File: src/rtl/fixmath_unit_if.sv
// fixmath_unit_if: operand/result handshake bundle for fixmath_unit.
// master drives requests and consumes results; slave is the unit.
interface fixmath_unit_if #(
  parameter int M = 10,
  parameter int N = 10
);
  localparam int W = M + N;

  logic [1:0]          op;
  logic [W-1:0]        operand;
  logic                iValid;
  logic                iReady;
  logic signed [W:0]   result;
  logic                err;
  logic                oValid;
  logic                oReady;

  modport master (
    output op, operand, iValid, oReady,
    input  iReady, result, err, oValid
  );

  modport slave (
    input  op, operand, iValid, oReady,
    output iReady, result, err, oValid
  );
endinterface

File: src/rtl/fixmath_unit.sv
// fixmath_unit: sqrt / log2 / log10 / ln of an unsigned Q(M.N) operand.
// Define FIXMATH_SQRT_ROUND_EN for round-to-nearest sqrt (one extra cycle).
module fixmath_unit #(
  parameter int M = 10,
  parameter int N = 10
) (
  input  logic          clock,
  input  logic          reset,
  fixmath_unit_if.slave bus
);
  localparam int W  = M + N;
  localparam int R  = (M + 2 * N + 1) / 2;
`ifdef FIXMATH_SQRT_ROUND_EN
  localparam int SI = R + 1;
`else
  localparam int SI = R;
`endif
  localparam int RW  = 2 * SI;
  localparam int RSH = N + 2 * (SI - R);
  localparam int EW  = $clog2(W + N + 1) + 1;
  localparam int CW  = $clog2(SI + N + 1) + 1;
  localparam int LW  = W + 2;
  localparam int PW  = LW + 18;

  typedef enum logic [2:0] {
    IDLE, SQRT, NORM, SQ, SCALE, DONE
  } state_t;

  state_t               state_q, state_d;
  logic [1:0]           op_q, op_d;
  logic [RW-1:0]        rad_q, rad_d;
  logic [SI+2:0]        rem_q, rem_d;
  logic [SI-1:0]        root_q, root_d;
  logic [CW-1:0]        cnt_q, cnt_d;
  logic signed [EW-1:0] e_q, e_d;
  logic [N:0]           y_q, y_d;
  logic [N-1:0]         frac_q, frac_d;
  logic signed [W:0]    res_q, res_d;
  logic                 err_q, err_d;
  logic                 ov_q, ov_d;

  logic [SI+2:0]        rem_sh, trial;
  logic [2*N+1:0]       sq;
  logic [N+1:0]         sqn;
  logic signed [LW-1:0] lval;
  logic signed [PW-1:0] lwide, kmul, prod;
  int                   lead;
`ifdef FIXMATH_SQRT_ROUND_EN
  logic [SI-1:0]        rnd;
`endif

  assign bus.iReady = (state_q == IDLE) && !reset;
  assign bus.result = res_q;
  assign bus.err    = err_q;
  assign bus.oValid = ov_q;

  always_comb begin
    lead = 0;
    for (int i = 0; i < W; i++)
      if (rad_q[i]) lead = i;
  end

  always_comb begin
    state_d = state_q;
    op_d    = op_q;
    rad_d   = rad_q;
    rem_d   = rem_q;
    root_d  = root_q;
    cnt_d   = cnt_q;
    e_d     = e_q;
    y_d     = y_q;
    frac_d  = frac_q;
    res_d   = res_q;
    err_d   = err_q;
    ov_d    = ov_q;

    rem_sh = (SI+3)'({rem_q, rad_q[RW-1 -: 2]});
    trial  = (SI+3)'({root_q, 2'b01});
    sq     = (2*N+2)'(y_q) * (2*N+2)'(y_q);
    sqn    = (N+2)'(sq >> N);
    // frac < 2^N, so OR equals (e<<N)+frac
    lval   = LW'(e_q);
    lval   = (lval <<< N) | LW'(frac_q);
    lwide  = lval;
    kmul   = (op_q == 2'd3) ? PW'(45426) : PW'(19728);
    prod   = lwide * kmul;
`ifdef FIXMATH_SQRT_ROUND_EN
    rnd    = SI'(({1'b0, root_q} + (SI+1)'(1)) >> 1);
`endif

    case (state_q)
      IDLE: begin
        if (bus.iValid) begin
          op_d   = bus.op;
          cnt_d  = '0;
          rem_d  = '0;
          root_d = '0;
          frac_d = '0;
          res_d  = '0;
          err_d  = 1'b0;
          if (bus.op == 2'd0) begin
            rad_d   = RW'(bus.operand) << RSH;
            state_d = SQRT;
          end else begin
            rad_d   = RW'(bus.operand);
            state_d = NORM;
          end
        end
      end
      SQRT: begin
        rad_d = rad_q << 2;
        cnt_d = cnt_q + CW'(1);
        if (rem_sh >= trial) begin
          rem_d  = rem_sh - trial;
          root_d = (root_q << 1) | SI'(1);
        end else begin
          rem_d  = rem_sh;
          root_d = root_q << 1;
        end
        if (cnt_q == CW'(SI - 1)) state_d = SCALE;
      end
      NORM: begin
        if (rad_q[W-1:0] == '0) begin
          err_d   = 1'b1;
          res_d   = '0;
          state_d = DONE;
        end else begin
          e_d     = EW'(lead - N);
          y_d     = (lead >= N) ?
                    (N+1)'(rad_q[W-1:0] >> (lead - N)) :
                    (N+1)'(rad_q[W-1:0] << (N - lead));
          cnt_d   = '0;
          state_d = SQ;
        end
      end
      SQ: begin
        cnt_d = cnt_q + CW'(1);
        if (sqn[N+1]) begin
          y_d    = sqn[N+1:1];
          frac_d = (frac_q << 1) | N'(1);
        end else begin
          y_d    = sqn[N:0];
          frac_d = frac_q << 1;
        end
        if (cnt_q == CW'(N - 1)) state_d = SCALE;
      end
      SCALE: begin
        state_d = DONE;
        unique case (1'b1)
          (op_q == 2'd0): begin
`ifdef FIXMATH_SQRT_ROUND_EN
            if (rnd[R]) res_d = (W+1)'({R{1'b1}});
            else        res_d = (W+1)'(rnd[R-1:0]);
`else
            res_d = (W+1)'(root_q);
`endif
          end
          (op_q == 2'd1): res_d = (W+1)'(lval);
          (op_q == 2'd2): res_d = (W+1)'(prod >>> 16);
          (op_q == 2'd3): res_d = (W+1)'(prod >>> 16);
        endcase
      end
      DONE: begin
        ov_d = 1'b1;
        if (ov_q && bus.oReady) begin
          ov_d    = 1'b0;
          state_d = IDLE;
        end
      end
      default: state_d = IDLE;
    endcase
  end

  always_ff @(posedge clock) begin
    if (reset) begin
      state_q <= IDLE;
      op_q    <= '0;
      rad_q   <= '0;
      rem_q   <= '0;
      root_q  <= '0;
      cnt_q   <= '0;
      e_q     <= '0;
      y_q     <= '0;
      frac_q  <= '0;
      res_q   <= '0;
      err_q   <= 1'b0;
      ov_q    <= 1'b0;
    end else begin
      state_q <= state_d;
      op_q    <= op_d;
      rad_q   <= rad_d;
      rem_q   <= rem_d;
      root_q  <= root_d;
      cnt_q   <= cnt_d;
      e_q     <= e_d;
      y_q     <= y_d;
      frac_q  <= frac_d;
      res_q   <= res_d;
      err_q   <= err_d;
      ov_q    <= ov_d;
    end
  end
endmodule
File: src/flat_wrapper.sv
// flat-port wrapper written by rule: the top's interface ports become plain ports
module fixmath_unit_flat 
#(
  parameter int M = 10,
  parameter int N = 10
)
  (clock, reset, bus_op, bus_operand, bus_iValid, bus_oReady, bus_iReady, bus_result, bus_err, bus_oValid);
  fixmath_unit_if #(.M(M), .N(N)) bus_i ();
  input  logic clock;
  input  logic reset;
  input wire logic [$bits(bus_i.op)-1:0] bus_op;
  input wire logic [$bits(bus_i.operand)-1:0] bus_operand;
  input wire logic [$bits(bus_i.iValid)-1:0] bus_iValid;
  input wire logic [$bits(bus_i.oReady)-1:0] bus_oReady;
  output wire logic [$bits(bus_i.iReady)-1:0] bus_iReady;
  output wire logic [$bits(bus_i.result)-1:0] bus_result;
  output wire logic [$bits(bus_i.err)-1:0] bus_err;
  output wire logic [$bits(bus_i.oValid)-1:0] bus_oValid;
  assign bus_i.op = bus_op;
  assign bus_i.operand = bus_operand;
  assign bus_i.iValid = bus_iValid;
  assign bus_i.oReady = bus_oReady;
  assign bus_iReady = bus_i.iReady;
  assign bus_result = bus_i.result;
  assign bus_err = bus_i.err;
  assign bus_oValid = bus_i.oValid;
  fixmath_unit #(.M(M), .N(N)) u_core (.clock(clock), .reset(reset), .bus(bus_i));
endmodule
File: config.mk
export PLATFORM = sky130hd
export DESIGN_NAME = fixmath_unit_flat
export DESIGN_NICKNAME = d
export VERILOG_FILES = /design/src/rtl/fixmath_unit_if.sv /design/src/rtl/fixmath_unit.sv /design/src/flat_wrapper.sv
export SDC_FILE = /design/constraint.sdc
export NUM_CORES = 1
export LEC_CHECK = 0
export CORE_MARGIN = 3
export CORE_UTILIZATION = 40
export DETAILED_ROUTE_END_ITERATION = 8
export PLACE_DENSITY = 0.52
export SYNTH_ARGS = -nofsm -noshare
export SYNTH_HDL_FRONTEND = slang
export SYNTH_SLANG_ARGS = --single-unit
File: constraint.sdc
create_clock -name clock -period 8.95 [get_ports clock]
set_input_delay 0.895 -clock clock [delete_from_list [all_inputs] [get_ports clock]]
set_output_delay 0.895 -clock clock [all_outputs]
set_load 0.02 [all_outputs]
After elaboration in Yosys (flattened, before gate mapping)
Index checks and enable logic that the tools add are counted.
{ "totals": {"in_bits": 26, "regBits": 122, "output_inout_bits": 24, "word_cells": 118} }
{ "classes": {"n_lt_le_gt_ge": 2, "eq_ne": 16, "muxes": 54, "n_bitwise": 2, "shifts": 2, "n_reduce_logical": 24, "multipliers": 2, "add_sub_neg": 4} }
{ "ops": {"columns": ["op", "n"], "rows": [
  ["two-way mux 32 bit", 18],
  ["one-hot mux 21 bit (3 select lines)", 2],
  ["two-way mux 30 bit", 2],
  ["one-hot mux 30 bit (2 select lines)", 1],
  ["two-way mux 16 bit", 3],
  ["two-way mux 21 bit", 2],
  ["multiplier 22 x 17 -> 37 bit", 1],
  ["two-way mux 11 bit", 3],
  [">= comparator 32 x 5 -> 1 bit (second input constant)", 1],
  ["one-hot mux 16 bit (2 select lines)", 1],
  ["<< shifter 20 x 32 -> 11 bit", 1],
  ["right shift 20 x 32 -> 11 bit", 1],
  ["subtractor 32 x 5 -> 32 bit (second input constant)", 1],
  ["subtractor 5 x 32 -> 32 bit (first input constant)", 1],
  ["one-hot mux 15 bit (2 select lines)", 1],
  ["multiplier 11 x 11 -> 22 bit", 1],
  ["OR 22 x 10 -> 22 bit", 1],
  ["one-hot mux 11 bit (2 select lines)", 1],
  ["logical NOT 20 bit", 1],
  ["one-hot mux 10 bit (2 select lines)", 1],
  [">= comparator 18 x 17 -> 1 bit", 1],
  ["one-hot mux 3 bit (6 select lines)", 1],
  ["one-hot mux 6 bit (3 select lines)", 1],
  ["subtractor 16 bit", 1],
  ["27 further kinds", 58]
]} }

Logic depth before layout (Yosys ltp)
{ "depth": {"word_depth": 24, "ltp_mapped": 26, "mapped_depth_nobuf": 24} }

Worst setup path before layout
Ideal clock, no wire load.
{ "synth_timing": {"path_kind": "register to register", "from": "register u_core.op_q[0]", "to": "register u_core.res_q[11], in the netlist u_core.bus.result[11]", "n_path_buf": 2, "arrival_ps": 6754, "required_ps": 8834, "slack_ps": 2080, "stages_incl_launch_ff": 25, "synth_period_minus_slack_ps": 6870, "setup_ps": 116, "path_cell_list": "dfxtp_1 -> and2_1 -> clkbuf_1 -> clkbuf_1 -> nand2_1 -> fa_1 -> inv_1 -> fa_1 -> fa_1 -> fa_1 -> fa_1 -> inv_1 -> fa_1 -> inv_1 -> ha_1 -> a21o_1 -> a21o_1 -> a2111oi_0 -> a2111oi_1 -> or3_1 -> a21oi_2 -> o21bai_1 -> a21o_1 -> xor2_1 -> a31o_1"} }
{ "synth_via": {"elab_chain_cells": 5, "word_cells_on_any_way": 9, "cone_classes": "1 x mul; 3 x eq/ne; 3 x mux; 2 x reduce/logical"} }
{ "synth_rtl": {"columns": ["element", "line", "source"], "rows": [
  ["from (decl)", "fixmath_unit.sv:30", "logic [1:0] op_q, op_d;"],
  ["from (signal assigned)", "fixmath_unit.sv:190", "op_q <= op_d;"],
  ["equality test 2 bit", "fixmath_unit.sv:85, fixmath_unit.sv:160", null],
  ["two-way mux 16 bit", "fixmath_unit.sv:85", "kmul = (op_q == 2'd3) ? PW'(45426) : PW'(19728);"],
  ["multiplier 22 x 17 -> 37 bit", "fixmath_unit.sv:86", "prod = lwide * kmul;"],
  ["one-hot mux 21 bit (3 select lines) *", "fixmath_unit.sv:149", "unique case (1'b1)"],
  ["one-hot mux 21 bit (3 select lines) *", "fixmath_unit.sv:91", "case (state_q)"],
  ["to (signal assigned)", "fixmath_unit.sv:198", "res_q <= res_d;"],
  ["to (decl)", "fixmath_unit.sv:38", "logic signed [W:0] res_q, res_d;"]
]} }
Mark *: on every way between the ends. The rest lies on a longest branch, timed or not.
A chain may end at the register's enable or synchronous reset.

Worst setup path in the final report
{ "layout_timing": {"from": "register u_core.op_q[1]", "to": "register u_core.res_q[16], in the netlist u_core.bus.result[16]"} }
Same word-level chain as after synthesis.

==> flow_summary.yaml <==
logic_synthesis:
  async_flop_share_pct: 0
  synth-xor-area-share_pct: 3.02
  yosysUniqueCellTypes: 85
  yosys.area.top_type: "fa_1"
  synth-simple-area-share_pct: 16.3
  synth-edff-count: 0
  netlist.area_leader.share_pct: 24.7
  synth.area.mux_share_pct: 3.47
  synthFlopType: "dfxtp_1"
  synth_cells: 2108
  seq_area_frac_synth_pct: 13.9
  synth.cell_area_mm2: 0.0176
  synth_top_family_by_area: "adder cells"
  synthTopCellsByArea: "fa_1, dfxtp_1, ha_1"
  avgSynthCellArea_um2: 8.35
  yosys.area_share.adder_pct: 37.9
  synth_compound_area_share_pct: 15.1
  ys_ff_latch: 122
  yosysWarnings: 0
timing:
  setup_violations: 0
  rsz0062_at_grt: "no"
  final.period_utilization_pct: 83.7
  clock.fmax_mhz: 134
  fin_skew_ps: 11.7
  relSlewSlack_pct: 32.0
  slew_violations: 0
  finalHoldViolations: 0
  fin_tns_setup_ps: 0
  worst_slew_pin_slew_ps: 1020
  finalCriticalPeriod_ps: 7490
worst_hold_path:
  hold_class: "reg -> reg"
cts:
  clock_sinks: 122
  numCtsBuffers: 17
  cts_resized: 0
  clkSlewWorstSetupHoldPaths_ps: 60
  clk_path_buf_depth: 2
  clock_latency_ps: 430
  cts-root-buf: "clkbuf_16"
  cts_tree: "yes"
  cts-htree-levels: 4
  post-cts-setup-buffers: 0
  hold_buffers: 0
setup_path:
  cp_max_fo: 23
  slowest_delay_ps: 540
  arrival_ps: 7840
  cp-start-kind: "flip-flop"
  cp_top_family: "adder cells"
  crit_path_frequent_cell: "fa_1"
  crit_type: "reg -> reg"
  crit_required_ps: 9300
  critPathCaptureType: "flip-flop"
  critPathBufInv: 4
  crit_slowest_cell: "fa_1"
  crit_path_cell_trace: "nand2_1 > and2_1 > fa_1 > fa_1 > inv_1 > fa_1 > inv_1 > fa_1 > fa_1 > inv_1 > fa_1 > inv_1 > ha_1 > a221oi_2 > o21ai_1 > a221oi_2 > o21ai_2 > o41a_1 > a41o_1 > nor2_1 > mux2i_1 > nand3_1 > a31oi_1"
placement:
  placedCellCount: 2670
  dp_hpwl_mm: 38.6
  io_buffers: 49
  globalplace.congestion: 0.908
grt:
  grt_max_degree: 83
  overflow: 0
  antenna_found_initial: 0
  grt_util_all_layers_pct: 21.2
  grt_pass1_wl_mm: 79.8
  grt_pass1_vias: 14668
routing:
  drtIter0Drc: 873
  drt_first_pass_iters: 5
  drc: 0
  drtAntennaViolNets: 0
  via_per_inst: 5.29
  num_vias: 14299
  wirelength_mm: 47.9
  wire_per_inst_um: 17.7
final_layout:
  layout-drive-gt1-share_pct: 5.05
  final_cell_mix: "inv_1, fa_1, nand2_1"
  n_antenna_cell: 0
  syn2layout_area_growth_pct: 8.81
  final_cells: 2702
  final_nets: 2533
  final_common_cell: "inv_1"
job:
  maxCapViolCount: 0
die:
  io_pins: 50
  chipWidth_um: 216
  core_region_area_mm2: 0.0433
  die_area_mm2: 0.0466
  rows: 76
  initial_core_util_pct: 40.7
  fp.dieH_um: 216
power:
  max-vdd-ir-drop_mv: 0.286
  power_density_mw_per_mm2: 329
  leakagePower_nw: 9.44
outcome:
  outcome: "finished, final reports clean"
-- cells in the mapped netlist, types with 11 or more instances --
| library cell | count |
|---|---|
| and3_1 | 21 |
| a31oi_1 | 12 |
| buf_2 | 21 |
| a21o_1 | 18 |
| ha_1 | 186 |
| nand2_1 | 213 |
| dfxtp_1 | 122 |
| mux2i_1 | 43 |
| inv_1 | 357 |
| o21a_1 | 11 |
| a211oi_1 | 11 |
| nand4_1 | 13 |
| buf_1 | 11 |
| xor2_1 | 18 |
| nand2b_1 | 20 |
| nand3_1 | 68 |
| nor2b_1 | 13 |
| clkbuf_1 | 66 |
| nor2_1 | 118 |
| fa_1 | 217 |
| nor3_1 | 38 |
| a21oi_1 | 115 |
| xnor2_1 | 39 |
| o21ai_0 | 93 |
| and2_1 | 54 |
| o31ai_1 | 11 |
| o211ai_1 | 19 |
-- per-stage QoR --
step	hold WS, ps	power, W	worst slack (ps)	utilization [%]	instance area, µm²
6_report	446	0.00630	1460	44.3	19200
5_1_grt	476	0.00696	1040	44.3	19200
4_1_cts	447	0.00632	1480	44.3	19200
3_5_place_dp	434	0.00558	1500	42.9	18600
3_3_place_gp	444	0.00558	1590	42.9	18600
2_1_floorplan	429	0.00445	2080	-	17700
-- path summary, 6_finish.rpt --
kind | start | end | slack [ps] | cells after the start
setup / recovery | u_core.op_q[1]$_SDFFE_PP0P_ | u_core.bus.result[16]$_SDFFE_PP0P_ | 1460 | 23
hold / removal | u_core.bus.result[19]$_SDFFE_PP0P_ | u_core.bus.result[19]$_SDFFE_PP0P_ | 450 | 2
setup reg to reg | u_core.op_q[1]$_SDFFE_PP0P_ | u_core.bus.result[16]$_SDFFE_PP0P_ | 1460 | 23
hold reg to reg | u_core.bus.result[19]$_SDFFE_PP0P_ | u_core.bus.result[19]$_SDFFE_PP0P_ | 450 | 2
-- final cells by class --
class                   instances  area (µm²)
multi-input cells            1537       13400
inverters                     358        1340
clock buffers                  18         439
well taps                     585         732
fillers                      4296       24100
flip-flops and latches        122        2440
clock inverters                14         146
repair buffers                 68         631
-- worst reg2reg max path, stage by stage (launching register included) --
cell and delay [ps]:
dfxtp_1 440, nand2_1 500, and2_1 420, fa_1 460, fa_1 540, inv_1 50, fa_1 480, inv_1 60
fa_1 500, fa_1 540, inv_1 50, fa_1 520, inv_1 40, ha_1 330, a221oi_2 270, o21ai_1 150
a221oi_2 500, o21ai_2 140, o41a_1 390, a41o_1 330, nor2_1 200, mux2i_1 210, nand3_1 90, a31oi_1 200
-- registers in the layout, summed over array words and instances, names as in the netlist --
name and flops:
u_core.bus.result 21, u_core.bus.err 1, u_core.cnt_q 6, u_core.rem_q 16
u_core.op_q 2, u_core.state_q 3, u_core.bus.oValid 1, u_core.root_q 15
u_core.e_q 6, u_core.frac_q 10, u_core.rad_q 30, u_core.y_q 11
-- metal layers --
layer / global-route usage [%] / vias to the layer above / wire length [µm]
met5: 0 / - / 0
met4: 4.10 / 0 / 676
met3: 2.68 / 44 / 1990
met2: 34.5 / 309 / 22200
met1: 30.6 / 6981 / 23000
li1: - / 6965 / -
-- cells by family after synthesis --
| kind of cell | Yosys count |
|---|---|
| adders and majority gates | 403 |
| muxes | 54 |
| buffers and inverters | 463 |
| xor gates and xnor gates | 59 |
| other | 2 |
| AOI/OAI and AO/OA | 401 |
| DFF | 122 |
| and+or+nand+nor | 604 |
-- power breakdown --
part / internal (W) / switching [W] / leakage, nW
clock: 0.000418 / 0.000279 / 0.282
combinational: 0.00176 / 0.00291 / 8.17
sequential: 0.000651 / 0.000285 / 0.990
total: 0.00283 / 0.00347 / 9.44
Note: power is estimated with default switching activity, not from simulation.
